### src/rtl/adma_desc_fetch_pkg.sv
// Shared definitions for the ADMA descriptor fetch/decode stage.
// Holds attribute bit positions, action codes, the descriptor geometry
// and the fetch FSM state encoding used by adma_desc_fetch and
// adma_desc_decode.
package adma_desc_fetch_pkg;

  // Attribute bits inside descriptor word0[5:0]
  localparam int ATTR_VALID  = 0;
  localparam int ATTR_END    = 1;
  localparam int ATTR_INT    = 2;
  localparam int ATTR_ACT_LO = 4;

  // Action codes carried in attr[5:4]
  localparam logic [1:0] ACT_NOP  = 2'b00;
  localparam logic [1:0] ACT_TRAN = 2'b01;
  localparam logic [1:0] ACT_RSV  = 2'b10;
  localparam logic [1:0] ACT_LINK = 2'b11;

  // Descriptor geometry: three little-endian-ordered 32-bit words
  localparam int DESC_BYTES_DFLT = 12;
  localparam int DESC_WORDS      = 3;

  typedef enum logic [2:0] {
    ST_IDLE   = 3'd0,
    ST_REQ    = 3'd1,
    ST_CAP    = 3'd2,
    ST_DECODE = 3'd3,
    ST_XFER   = 3'd4,
    ST_DONE   = 3'd5,
    ST_ERR    = 3'd6
  } state_t;

endpackage

### src/rtl/adma_desc_decode.sv
// Purely combinational ADMA descriptor decoder.
// Ports:
//   desc     in  96  descriptor {word2, word1, word0}
//   act      out 2   action code attr[5:4]
//   valid    out 1   attr valid bit
//   end_flag out 1   attr end bit
//   int_flag out 1   attr int bit
//   length   out 16  transfer length (0 encodes 65536)
//   addr     out 64  transfer / link address
//   bad      out 1   descriptor cannot be executed (not valid or reserved act)
module adma_desc_decode
  import adma_desc_fetch_pkg::*;
(
  input  logic [95:0] desc,
  output logic [1:0]  act,
  output logic        valid,
  output logic        end_flag,
  output logic        int_flag,
  output logic [15:0] length,
  output logic [63:0] addr,
  output logic        bad
);

  logic [31:0] word0;
  logic [5:0]  attr;
  logic        unused_bits;

  assign word0    = desc[31:0];
  assign attr     = word0[5:0];
  assign act      = attr[ATTR_ACT_LO +: 2];
  assign valid    = attr[ATTR_VALID];
  assign end_flag = attr[ATTR_END];
  assign int_flag = attr[ATTR_INT];
  assign length   = word0[31:16];
  assign addr     = desc[95:32];
  assign bad      = !valid || (act == ACT_RSV);

  // attr[3] and word0[15:6] are reserved and deliberately ignored
  assign unused_bits = ^{attr[3], word0[15:6]};

endmodule

### src/rtl/adma_desc_fetch.sv
// ADMA descriptor fetch/decode stage.
// Reads 96-bit descriptors from system RAM as three 32-bit words, decodes
// them and issues transfer commands to the data mover. Follows links, skips
// nops, stops on the end bit (done) or on a bad descriptor (error).
// Ports:
//   CLK, RESET            clock, synchronous active-high reset
//   start, desc_base      begin a chain at desc_base (when not busy)
//   ram_address/ram_read  RAM read request; ram_write tied low
//   ram_data              RAM read data, valid the cycle after ram_read
//   xfer_valid/ready      transfer command handshake
//   xfer_addr/length/int  transfer command fields
//   busy, done, error     chain status; done/error are sticky
//   err_addr              address of the offending descriptor
module adma_desc_fetch
  import adma_desc_fetch_pkg::*;
#(
  parameter int DESC_BYTES = DESC_BYTES_DFLT,
  parameter int ADDR_W     = 64
) (
  input  logic              CLK,
  input  logic              RESET,
  input  logic              start,
  input  logic [ADDR_W-1:0] desc_base,
  output logic [ADDR_W-1:0] ram_address,
  output logic              ram_read,
  output logic              ram_write,
  input  logic [31:0]       ram_data,
  output logic              xfer_valid,
  input  logic              xfer_ready,
  output logic [ADDR_W-1:0] xfer_addr,
  output logic [15:0]       xfer_length,
  output logic              xfer_int,
  output logic              busy,
  output logic              done,
  output logic              error,
  output logic [ADDR_W-1:0] err_addr
);

  state_t            state, state_nxt;
  logic [ADDR_W-1:0] ptr;
  logic [1:0]        k;
  logic [31:0]       word0, word1, word2;

  logic [1:0]        dec_act;
  logic              dec_valid, dec_end, dec_int, dec_bad;
  logic [15:0]       dec_length;
  logic [63:0]       dec_addr;

  logic              idle_like;
  logic              start_ok;
  logic              base_misaligned;
  logic [ADDR_W-1:0] ptr_next_desc;

  adma_desc_decode u_decode (
    .desc     ({word2, word1, word0}),
    .act      (dec_act),
    .valid    (dec_valid),
    .end_flag (dec_end),
    .int_flag (dec_int),
    .length   (dec_length),
    .addr     (dec_addr),
    .bad      (dec_bad)
  );

  assign idle_like       = (state == ST_IDLE) || (state == ST_DONE) || (state == ST_ERR);
  assign start_ok        = idle_like && start;
  assign base_misaligned = (desc_base[1:0] != 2'b00);
  assign ptr_next_desc   = ptr + ADDR_W'(DESC_BYTES);

  // Next-state logic
  always_comb begin
    state_nxt = state;
    case (state)
      ST_IDLE, ST_DONE, ST_ERR: begin
        if (start) state_nxt = base_misaligned ? ST_ERR : ST_REQ;
      end
      ST_REQ: state_nxt = ST_CAP;
      ST_CAP: state_nxt = (k == 2'(DESC_WORDS - 1)) ? ST_DECODE : ST_REQ;
      ST_DECODE: begin
        if (!dec_valid || dec_bad) begin
          state_nxt = ST_ERR;
        end else begin
          case (dec_act)
            ACT_TRAN: state_nxt = ST_XFER;
            ACT_NOP:  state_nxt = dec_end ? ST_DONE : ST_REQ;
            ACT_LINK: begin
              if (dec_end)                  state_nxt = ST_DONE;
              else if (dec_addr[1:0] != 0)  state_nxt = ST_ERR;
              else                          state_nxt = ST_REQ;
            end
            default:  state_nxt = ST_ERR;
          endcase
        end
      end
      ST_XFER: begin
        if (xfer_ready) state_nxt = dec_end ? ST_DONE : ST_REQ;
      end
      default: state_nxt = ST_IDLE;
    endcase
  end

  always_ff @(posedge CLK) begin
    if (RESET) state <= ST_IDLE;
    else       state <= state_nxt;
  end

  // Pointer, word capture and command/error registers
  always_ff @(posedge CLK) begin
    if (RESET) begin
      ptr         <= '0;
      k           <= '0;
      word0       <= '0;
      word1       <= '0;
      word2       <= '0;
      xfer_addr   <= '0;
      xfer_length <= '0;
      xfer_int    <= 1'b0;
      err_addr    <= '0;
    end else begin
      case (state)
        ST_IDLE, ST_DONE, ST_ERR: begin
          if (start_ok) begin
            ptr      <= desc_base;
            k        <= '0;
            err_addr <= base_misaligned ? desc_base : '0;
          end
        end
        ST_CAP: begin
          case (k)
            2'd0:    word0 <= ram_data;
            2'd1:    word1 <= ram_data;
            default: word2 <= ram_data;
          endcase
          k <= (k == 2'(DESC_WORDS - 1)) ? 2'd0 : k + 2'd1;
        end
        ST_DECODE: begin
          if (state_nxt == ST_ERR) begin
            err_addr <= ptr;
          end else if (dec_act == ACT_TRAN) begin
            xfer_addr   <= dec_addr;
            xfer_length <= dec_length;
            xfer_int    <= dec_int;
          end else if (state_nxt == ST_REQ) begin
            // nop advances to the next slot, link jumps to its target
            ptr <= (dec_act == ACT_LINK) ? dec_addr : ptr_next_desc;
          end
        end
        ST_XFER: begin
          if (xfer_ready && !dec_end) ptr <= ptr_next_desc;
        end
        default: ;
      endcase
    end
  end

  // Outputs decoded from state; xfer_valid has no path from xfer_ready
  assign ram_read    = (state == ST_REQ);
  assign ram_address = (state == ST_REQ) ? (ptr + {{(ADDR_W-4){1'b0}}, k, 2'b00}) : '0;
  assign ram_write   = 1'b0;
  assign xfer_valid  = (state == ST_XFER);
  assign busy        = (state == ST_REQ) || (state == ST_CAP) ||
                       (state == ST_DECODE) || (state == ST_XFER);
  assign done        = (state == ST_DONE);
  assign error       = (state == ST_ERR);

endmodule

### config.mk
export PLATFORM = sky130hd
export DESIGN_NAME = adma_desc_fetch
export DESIGN_NICKNAME = d
export VERILOG_FILES = /design/src/rtl/adma_desc_fetch_pkg.sv /design/src/rtl/adma_desc_decode.sv /design/src/rtl/adma_desc_fetch.sv
export SDC_FILE = /design/constraint.sdc
export NUM_CORES = 1
export LEC_CHECK = 0
export BUFFER_PORTS_ARGS = -buffer_cell sky130_fd_sc_hd__buf_4
export CAP_MARGIN = 15
export CORE_ASPECT_RATIO = 1.1
export CORE_MARGIN = 4
export CORE_UTILIZATION = 35
export CTS_CLUSTER_DIAMETER = 60
export CTS_CLUSTER_SIZE = 14
export DETAILED_ROUTE_END_ITERATION = 10
export GPL_ROUTABILITY_DRIVEN = 0
export PLACE_DENSITY = 0.52
export SYNTH_ARGS = -nofsm -noshare
export SYNTH_HDL_FRONTEND = slang
export SYNTH_SLANG_ARGS = --single-unit
### constraint.sdc
create_clock -name CLK -period 2.85 [get_ports CLK]
set_clock_uncertainty 0.2 [all_clocks]
set_input_delay 0.285 -clock CLK [delete_from_list [all_inputs] [get_ports CLK]]
set_output_delay 0.285 -clock CLK [all_outputs]
set_load 0.01 [all_outputs]
### Word level (Yosys, flattened, before mapping)

Cells that the tools add are included.

| cells by class | value |
|---|---|
| add/subtract/negate cells | 3 |
| multipliers | 0 |
| divide/modulo/power cells | 0 |
| order comparisons | 0 |
| equality and inequality tests | 19 |
| shift-type cells | 0 |
| multiplexer cells | 25 |
| bitwise gates (word level) | 2 |
| reductions and logical operators | 28 |

Operators by type and width:

| cell | count |
|---|---|
| 2-to-1 mux 64 bit | 10 |
| one-hot mux 64 bit (3 select lines) | 1 |
| one-hot mux 64 bit (2 select lines) | 1 |
| adder 64 x 4 -> 64 bit | 1 |
| adder 64 x 4 -> 64 bit, second input constant | 1 |
| 2-to-1 mux 3 bit | 7 |
| one-hot mux 3 bit (5 select lines) | 1 |
| == test 3 bit, second input constant | 4 |
| != test 2 bit, second input constant | 5 |
| one-hot mux 3 bit (3 select lines) | 1 |
| AND reduction 2 bit | 4 |
| nonzero test 2 bit | 4 |
| logical OR 1 bit | 7 |
| == test 2 bit, second input constant | 3 |
| == test 3 x 1 -> 1 bit, second input constant | 2 |
| == test 3 x 2 -> 1 bit, second input constant | 2 |
| 2-to-1 mux 2 bit | 3 |
| AND reduction 3 bit | 2 |
| AND reduction 6 bit | 1 |
| == test 2 x 1 -> 1 bit, second input constant | 2 |
| zero test 2 bit | 2 |
| one-hot mux 2 bit (2 select lines) | 1 |
| zero test 3 bit | 1 |
| nonzero test 3 bit | 1 |
| other kinds (7) | 10 |

| word-level totals | value |
|---|---|
| bits in registers | 310 |
| bits in latches | 0 |
| bits in writable memories | 0 |
| bits in read-only memories | 0 |
| input bits | 100 |
| memories | 0 |

### Longest topological paths before layout

Gate-level depths: netlist of the first run.

| logic depth | value |
|---|---|
| depth in word-level cells | 11 |
| mapped depth | 10 |

### Modules after synthesis

A second synthesis of the first run with hierarchy kept.

| second synthesis, totals | value |
|---|---|
| cell total of the unflattened synthesis | 2097 |
| area total of the unflattened synthesis | 16135.5 µm² |

Modules (own cells, without submodules):

| module | instances | cells an instance | area each (µm²) | sequential area each (µm²) |
|---|---|---|---|---|
| adma_desc_fetch | 1 | 2010 | 15484.9 | 6206.0 |
| adma_desc_decode | 1 | 87 | 650.6 | 0.0 |

### Worst setup path after synthesis of the first run

No wires, ideal clock.

| timing | value |
|---|---|
| kind | flip-flop to output port |
| from | register k[0] |
| to | output port ram_address[46] |
| data arrival time | 2.337 ns |
| path slack | 0.028 ns |
| cell stages (with the launch flop) | 9 |
| cell sequence | dfxtp_1 -> ha_1 -> fa_1 -> nand3_1 -> or2_1 -> nor3_2 -> nand4_1 -> or3_1 -> a21oi_1 |

| on the way | value |
|---|---|
| cells in the longest elaborated chain, start to end | 2 |

RTL lines:

| what | line | source |
|---|---|---|
| start: declaration | adma_desc_fetch.sv:41 | `logic [1:0] k;` |
| start signal: assignment | adma_desc_fetch.sv:134 | `k <= (k == 2'(DESC_WORDS - 1)) ? 2'd0 : k + 2'd1;` |
| adder 64 x 4 -> 64 bit | adma_desc_fetch.sv:158 | `assign ram_address = (state == ST_REQ) ? (ptr + {{(ADDR_W-4){1'b0}}, k, 2'b00}) : '0;` |
| 2-to-1 mux 64 bit | adma_desc_fetch.sv:158 |  |
| end: declaration | adma_desc_fetch.sv:24 | `output logic [ADDR_W-1:0] ram_address,` |

Every way passes these cells.

### Worst setup path in the final report of the first run

| timing | value |
|---|---|
| from | register k[0] |
| to | output port ram_address[62] |

The elaborated chain is that of the path after synthesis.

==> results of run 1 <==
## state kept, by name (all words and copies together), names as in the netlist
signal       count
xfer_int         1
word1           32
xfer_addr       64
xfer_length     16
word2           32
err_addr        64
state            3
word0           21
ptr             64
k                2
## cells by family after synthesis
kind of cell             Yosys count
AND/OR/NAND/NOR                  940
AO/OA/AOI/OAI                    529
flip-flops                       299
buffers and inverters            220
XOR/XNOR                          48
multiplexers                       7
adder cells (fa/ha/maj)            4
other                              1
## cell type report
class / count / area, sq um
Antenna cell: 3 / 7.51
Clock inverter: 16 / 198
Inverter: 20 / 75.1
Timing Repair Buffer: 656 / 5570
Fill cell: 4070 / 20100
Multi-Input combinational cell: 1530 / 9100
Sequential cell: 299 / 6030
Clock buffer: 33 / 793
Tap cell: 567 / 709
## layer usage
| layer | GRT usage, % | share of wire [%] | routed length, um | vias up |
|---|---|---|---|---|
| met3 | 6.32 | 9.6 | 6990 | 186 |
| met1 | 39.3 | 41 | 29700 | 8626 |
| li1 | - | - | - | 8238 |
| met4 | 10.0 | 3.9 | 2840 | 2 |
| met2 | 47.3 | 46 | 33100 | 929 |
| met5 | 0 | 0.018 | 13 | - |
## critical path: stages (launching register included)
cell	delay, ns
dfxtp_2	0.36
ha_4	0.15
fa_2	0.21
nand3_2	0.08
or2_4	0.27
nor3_4	0.18
nand3_1	0.12
buf_6	0.15
or3_1	0.32
a21oi_2	0.21
buf_4	0.16
## final timing paths
kind | slack, ns | endpoint | cells past startpoint
worst min register to register | 0.26 | xfer_length[14] | 2
worst min-delay path | 0.04 | state[0] | 4
worst max register to register | 0.15 | ptr[22] | 9
worst max-delay path | -0.42 | ram_address[62] | 10
## cells in the final DEF, fill, tap and decap left out, types with 10 or more instances in the layout
cell / synthesis / final
buf_4: 1 / 501
nand2_1: 467 / 455
dfxtp_1: 299 / 269
a21oi_1: 219 / 209
nor2_1: 174 / 166
dlygate4sd3_1: 0 / 98
nand3_1: 90 / 77
o21ai_0: 68 / 67
a311oi_1: 64 / 64
nand4_1: 41 / 41
a22oi_1: 35 / 35
buf_6: 10 / 34
clkbuf_16: 0 / 32
nor3_1: 36 / 28
dfxtp_2: 0 / 27
or3_1: 24 / 21
inv_1: 20 / 20
nand2_2: 10 / 19
a21oi_2: 10 / 18
buf_12: 0 / 18
xnor2_2: 0 / 17
a221oi_1: 13 / 13
nor4_1: 21 / 12
xor2_1: 17 / 12
a222oi_1: 12 / 12
o211ai_1: 11 / 11
nand3_2: 0 / 10
xnor2_1: 31 / 10
o31ai_1: 10 / 10
o32ai_1: 10 / 10
## repair_timing
action,in CTS,in global routing
buffers inserted,32,17
hold buffers,98,0
endpoints found under the setup margin,66,99
endpoints found under the hold margin,213,0
resized for setup,175,39
cloned,1,1
pin swaps,56,25
## report_power, final
group | leakage, nW | total, mW | internal (mW) | switching [mW]
Sequential | 2.44 | 5.14 | 4.69 | 0.458
Combinational | 5.57 | 4.38 | 1.90 | 2.48
Clock | 0.481 | 4.16 | 2.29 | 1.87
==> results.yml, run 1 <==
place:
  preCtsSetupSlack_ns: -0.0447
  placed_cells: 2930
  place_hpwl_um: 52300
  place_area_sq_um: 19200
  port_buffers: 313
worst_setup_path:
  critPathLaunchType: "flip-flop"
  r2r-start: "state[0]"
  crit_start: "k[0]"
  end_kind: "output port"
  criticalPathCategory: "reg2out"
  crit_arrival_ns: 2.79
  cp_max_fo: 6
  crit_required_ns: 2.37
final_layout:
  drive_above_1_share_pct: 30.9
  area_delta_synth_final_pct: 47.7
  nNetsFinal: 2642
  stdcell_area_sq_um: 22500
  final_core_util_pct: 52.8
  fin_cells: 3124
power_and_ir_drop:
  leakage_nw: 8.50
  p_total_mw: 13.7
  cellPowerDensity_nw_per_um2: 609
  irDropWorstVdd_uv: 503
synth:
  synth_seq_cells: 299
  synthFlopType: "dfxtp_1"
  yosys-top-cells-area: "dfxtp_1 (39%), nand2_1 (12%), a21oi_1 (7.2%), nor2_1 (4.3%), a311oi_1 (3.7%)"
  synthSimpleGateAreaFrac_pct: 28.0
  synth_fp_nets: 2152
  synthXorXnorAreaFrac_pct: 2.76
  yosys-top-cells-count: "nand2_1 (467), dfxtp_1 (299), a21oi_1 (219), nor2_1 (174), clkbuf_1 (141)"
  synthMuxAreaShare_pct: 0.460
  synth_top_family_by_area: "simple AND/OR/NAND/NOR gates"
  ys_types: 79
  syn_area_sq_um: 15200
  synth_edf_count: 0
  synth_top_cell_by_area: "dfxtp_1"
  synth_most_common_cell: "nand2_1"
  syn_inst: 2048
  synth.avg_cell_area_sq_um: 7.43
  synthAdderAreaFrac_pct: 0.378
  synth_top_cell_area_share_pct: 39.3
  synth-async-reset-ratio_pct: 0
  yosys_warnings: 0
  yosysSeqAreaShare_pct: 39.3
  synth_compound_area_share_pct: 22.7
cts:
  numCtsBuffers: 31
  path_clk_slew_ns: 0.07
  cts-root-buf: "clkbuf_16"
  clock_path_buffers: 3
  cts_tree: "done"
  h-tree-depth: 1
  clk_latency_ns: 0.59
  cts.sinks: 299
detailed_routing:
  totalWireLength_um: 72600
  dr.pass1.iters: 10
  initialDrtViolationCount: 1919
  drc_errors: 0
  antenna_left: 0
  wl_per_cell_um: 23.3
  viasPerCell: 5.76
  vias: 18000
grt:
  grt_pass1_vias: 17100
  grt_overflow_total: 0
  grt_max_degree: 187
  grt_usage_pct: 29.4
  grt_pass1_wl_um: 107000
  antenna_found_initial: 2
sta:
  worstMarginPinSlew_ns: 0.898
  fin_crit_ns: 3.27
  fmax_ghz: 0.306
  period_share_pct: 115
  hold_violations: 0
  setup_viol: 54
  max_slew_margin_pct: 40.1
  whs_ns: 0.0364
  rsz0062_at_grt: "true"
  setup-tns-final_ns: -13.04
  worst_slack_ns: -0.422
  drv_slew: 0
floorplan:
  dieArea_sq_um: 46900
  die_x_um: 207
  ios: 315
  rows: 79
  die_y_um: 227
  core-area_sq_um: 42600
  initial_utilization_pct: 35.7
run_status:
  outcome: "complete, but fails checks"
  violations: "negative setup slack"
min_path:
  min_from: "xfer_ready"
  hp-class: "in2reg"
job:
  drv_cap: 0
No activity file was read; power rests on OpenSTA's default activity.
==> inputs of run 2 (changes only) <==
==> constraint.sdc (replaced) <==
create_clock -name CLK -period 3.5 [get_ports CLK]
set_clock_uncertainty 0.2 [all_clocks]
set_input_delay 0.35 -clock CLK [delete_from_list [all_inputs] [get_ports CLK]]
set_output_delay 0.35 -clock CLK [all_outputs]
set_load 0.01 [all_outputs]
==> results.yml, run 2 (synthesis results as in run 1) <==
run_status:
  outcome: "complete, but fails checks"
  violations: "negative setup slack"
cts:
  cts_tree: "done"
  cts-root-buf: "clkbuf_16"
  clk_latency_ns: 0.53
  clock_path_buffers: 3
  path_clk_slew_ns: 0.06
  cts.sinks: 299
  h-tree-depth: 2
  numCtsBuffers: 34
sta:
  rsz0062_at_grt: "true"
  max_slew_margin_pct: 40.5
  period_share_pct: 101
  worstMarginPinSlew_ns: 0.892
  hold_violations: 0
  drv_slew: 0
  fmax_ghz: 0.283
  fin_crit_ns: 3.54
  worst_slack_ns: -0.0385
  setup_viol: 2
floorplan:
  die_y_um: 227
  core-area_sq_um: 42600
  ios: 315
  dieArea_sq_um: 46900
  initial_utilization_pct: 35.7
  die_x_um: 207
  rows: 79
power_and_ir_drop:
  p_sw_share_pct: 34.3
  seqPwrFrac_pct: 39.1
  internal_power_mw: 7.23
  irDropWorstVdd_uv: 324
  leakage_nw: 7.54
  p_switching_mw: 3.77
  p_comb_share_pct: 27.3
  cellPowerDensity_nw_per_um2: 531
  pwr-share-clk_pct: 33.6
worst_setup_path:
  critPathLaunchType: "flip-flop"
  reg2reg_to: "xfer_addr[44]"
  criticalPathCategory: "reg2out"
  crit_required_ns: 2.95
  worstRegToRegCells: 7
  cp_slowest_cell: "or3_4"
  path_cells: "ha_4 > fa_2 > nand3_4 > or2_4 > nor3_4 > nand4_1 > or3_4 > a21oi_2 > buf_4"
  r2r-start: "state[1]"
  cpPeakStageDelay_ns: 0.45
  rrSetupSlack_ns: 0.32
  end_kind: "output port"
  crit_arrival_ns: 2.99
  cp_max_fo: 5
detailed_routing:
  vias: 17300
  initialDrtViolationCount: 1820
  drc_errors: 0
  dr.pass1.iters: 7
  totalWireLength_um: 69600
  wl_per_cell_um: 23.1
  antenna_left: 0
  viasPerCell: 5.75
final_layout:
  largestRegisters: "err_addr x64, ptr x64, xfer_addr x64"
  area_delta_synth_final_pct: 36.3
  final_cell_mix: "nand2_1 (466), buf_4 (425), dfxtp_1 (284)"
  nNetsFinal: 2519
  layout_commonest_cell: "nand2_1"
  drive_above_1_share_pct: 23.8
  final_core_util_pct: 48.7
  stdcell_area_sq_um: 20700
grt:
  grt_util_met3_pct: 5.69
  grt_usage_pct: 28.5
  grt_max_degree: 105
  grt_pass1_vias: 16300
  grtUsageMet1_pct: 38.9
  grt_pass1_wl_um: 103000
  grt_use_met2_pct: 45.6
  grt_overflow_total: 0
  grt_busiest_layer: "met2"
  antenna_found_initial: 6
min_path:
  holdPathEnd: "ptr[62]"
  hp-class: "in2reg"
  whs_path_depth: 4
  min_from: "desc_base[62]"
place:
  place_area_sq_um: 18400
  place_hpwl_um: 50900
  port_buffers: 313
job:
  drv_cap: 0
==> run 2: cell types whose count changed in the layout (fill, tap and decap cells not counted), moves of 13 or more <==
cell / delta
buf_4: -76
dfxtp_2: -13
xnor2_1: +20
xnor2_2: -16
buf_6: -32
dfxtp_1: +15
==> run 2: how the worst max path moves through the flow <==
stage,start,endpoint,slack [ns],cells after the start
after floorplan,k[0],ram_address[46],0.61,8
after global placement,k[0],ram_address[58],0.29,10
after detailed placement,k[0],ram_address[50],0.22,9
after CTS,k[1],ram_address[29],-0.004,11
after global routing,k[0],ram_address[54],-0.1,9
final,k[0],ram_address[54],-0.04,9
==> run 2: what timing repair did <==
| action | CTS | global route |
|---|---|---|
| hold buffers | 95 | 0 |
| setup endpoints to repair | 24 | 26 |
| endpoints found under the hold margin | 170 | 0 |
| setup buffers | 5 | 10 |
| pin swaps | 3 | 16 |
| gates resized for setup | 16 | 33 |
==> run 2: per-stage QoR <==
| stage | cells | setup TNS (ns) | hold slack (ns) | setup WS (ns) | power, mW |
|---|---|---|---|---|---|
| after floorplan | 2048 | 0 | 0.232 | 0.613 | 5.92 |
| after global placement | 2836 | 0 | 0.244 | 0.293 | 7.19 |
| after detailed placement | 2836 | 0 | 0.247 | 0.218 | 7.21 |
| after CTS | 2990 | -0.00381 | 0.00517 | -0.00381 | 11.0 |
| after global routing | 3003 | -0.201 | 0.0280 | -0.0977 | 11.5 |
| final | 3005 | -0.0486 | 0.0256 | -0.0385 | 11.0 |
==> run 2: area by class of cell <==
type                       count  area, sq um
timing repair buffer         531         4340
tap                          567          709
sequential                   299         6010
fill                        4240        21900
clock inverter                14          201
clock buffer                  40          905
multi-input combinational   1529         8490
inverter                      20         75.1
antenna                        5         12.5
==> run 2: power by group through the flow <==
stage / Combinational [mW] / Sequential, mW / Clock, mW
finish: 3.00 / 4.30 / 3.70
global placement: 2.86 / 4.33 / 0
CTS: 2.97 / 4.27 / 3.75
global route: 3.27 / 4.35 / 3.89
detailed placement: 2.87 / 4.34 / 0
floorplan: 1.77 / 4.15 / 0
==> run 2: metal layers <==
layer | part of all wire (%) | up-vias
li1 | - | 7987
met1 | 41 | 8189
met2 | 45 | 931
met3 | 9.8 | 154
met4 | 3.7 | 4
met5 | 0.037 | -
==> run 2: worst max-delay path: cells and delay by family (launching register included) <==
kind	cells	cell delay, ns
compound gates	1	0.15
fa+ha+maj	2	0.38
simple gates	5	1.40
flops	1	0.38
buf+inv	1	0.15
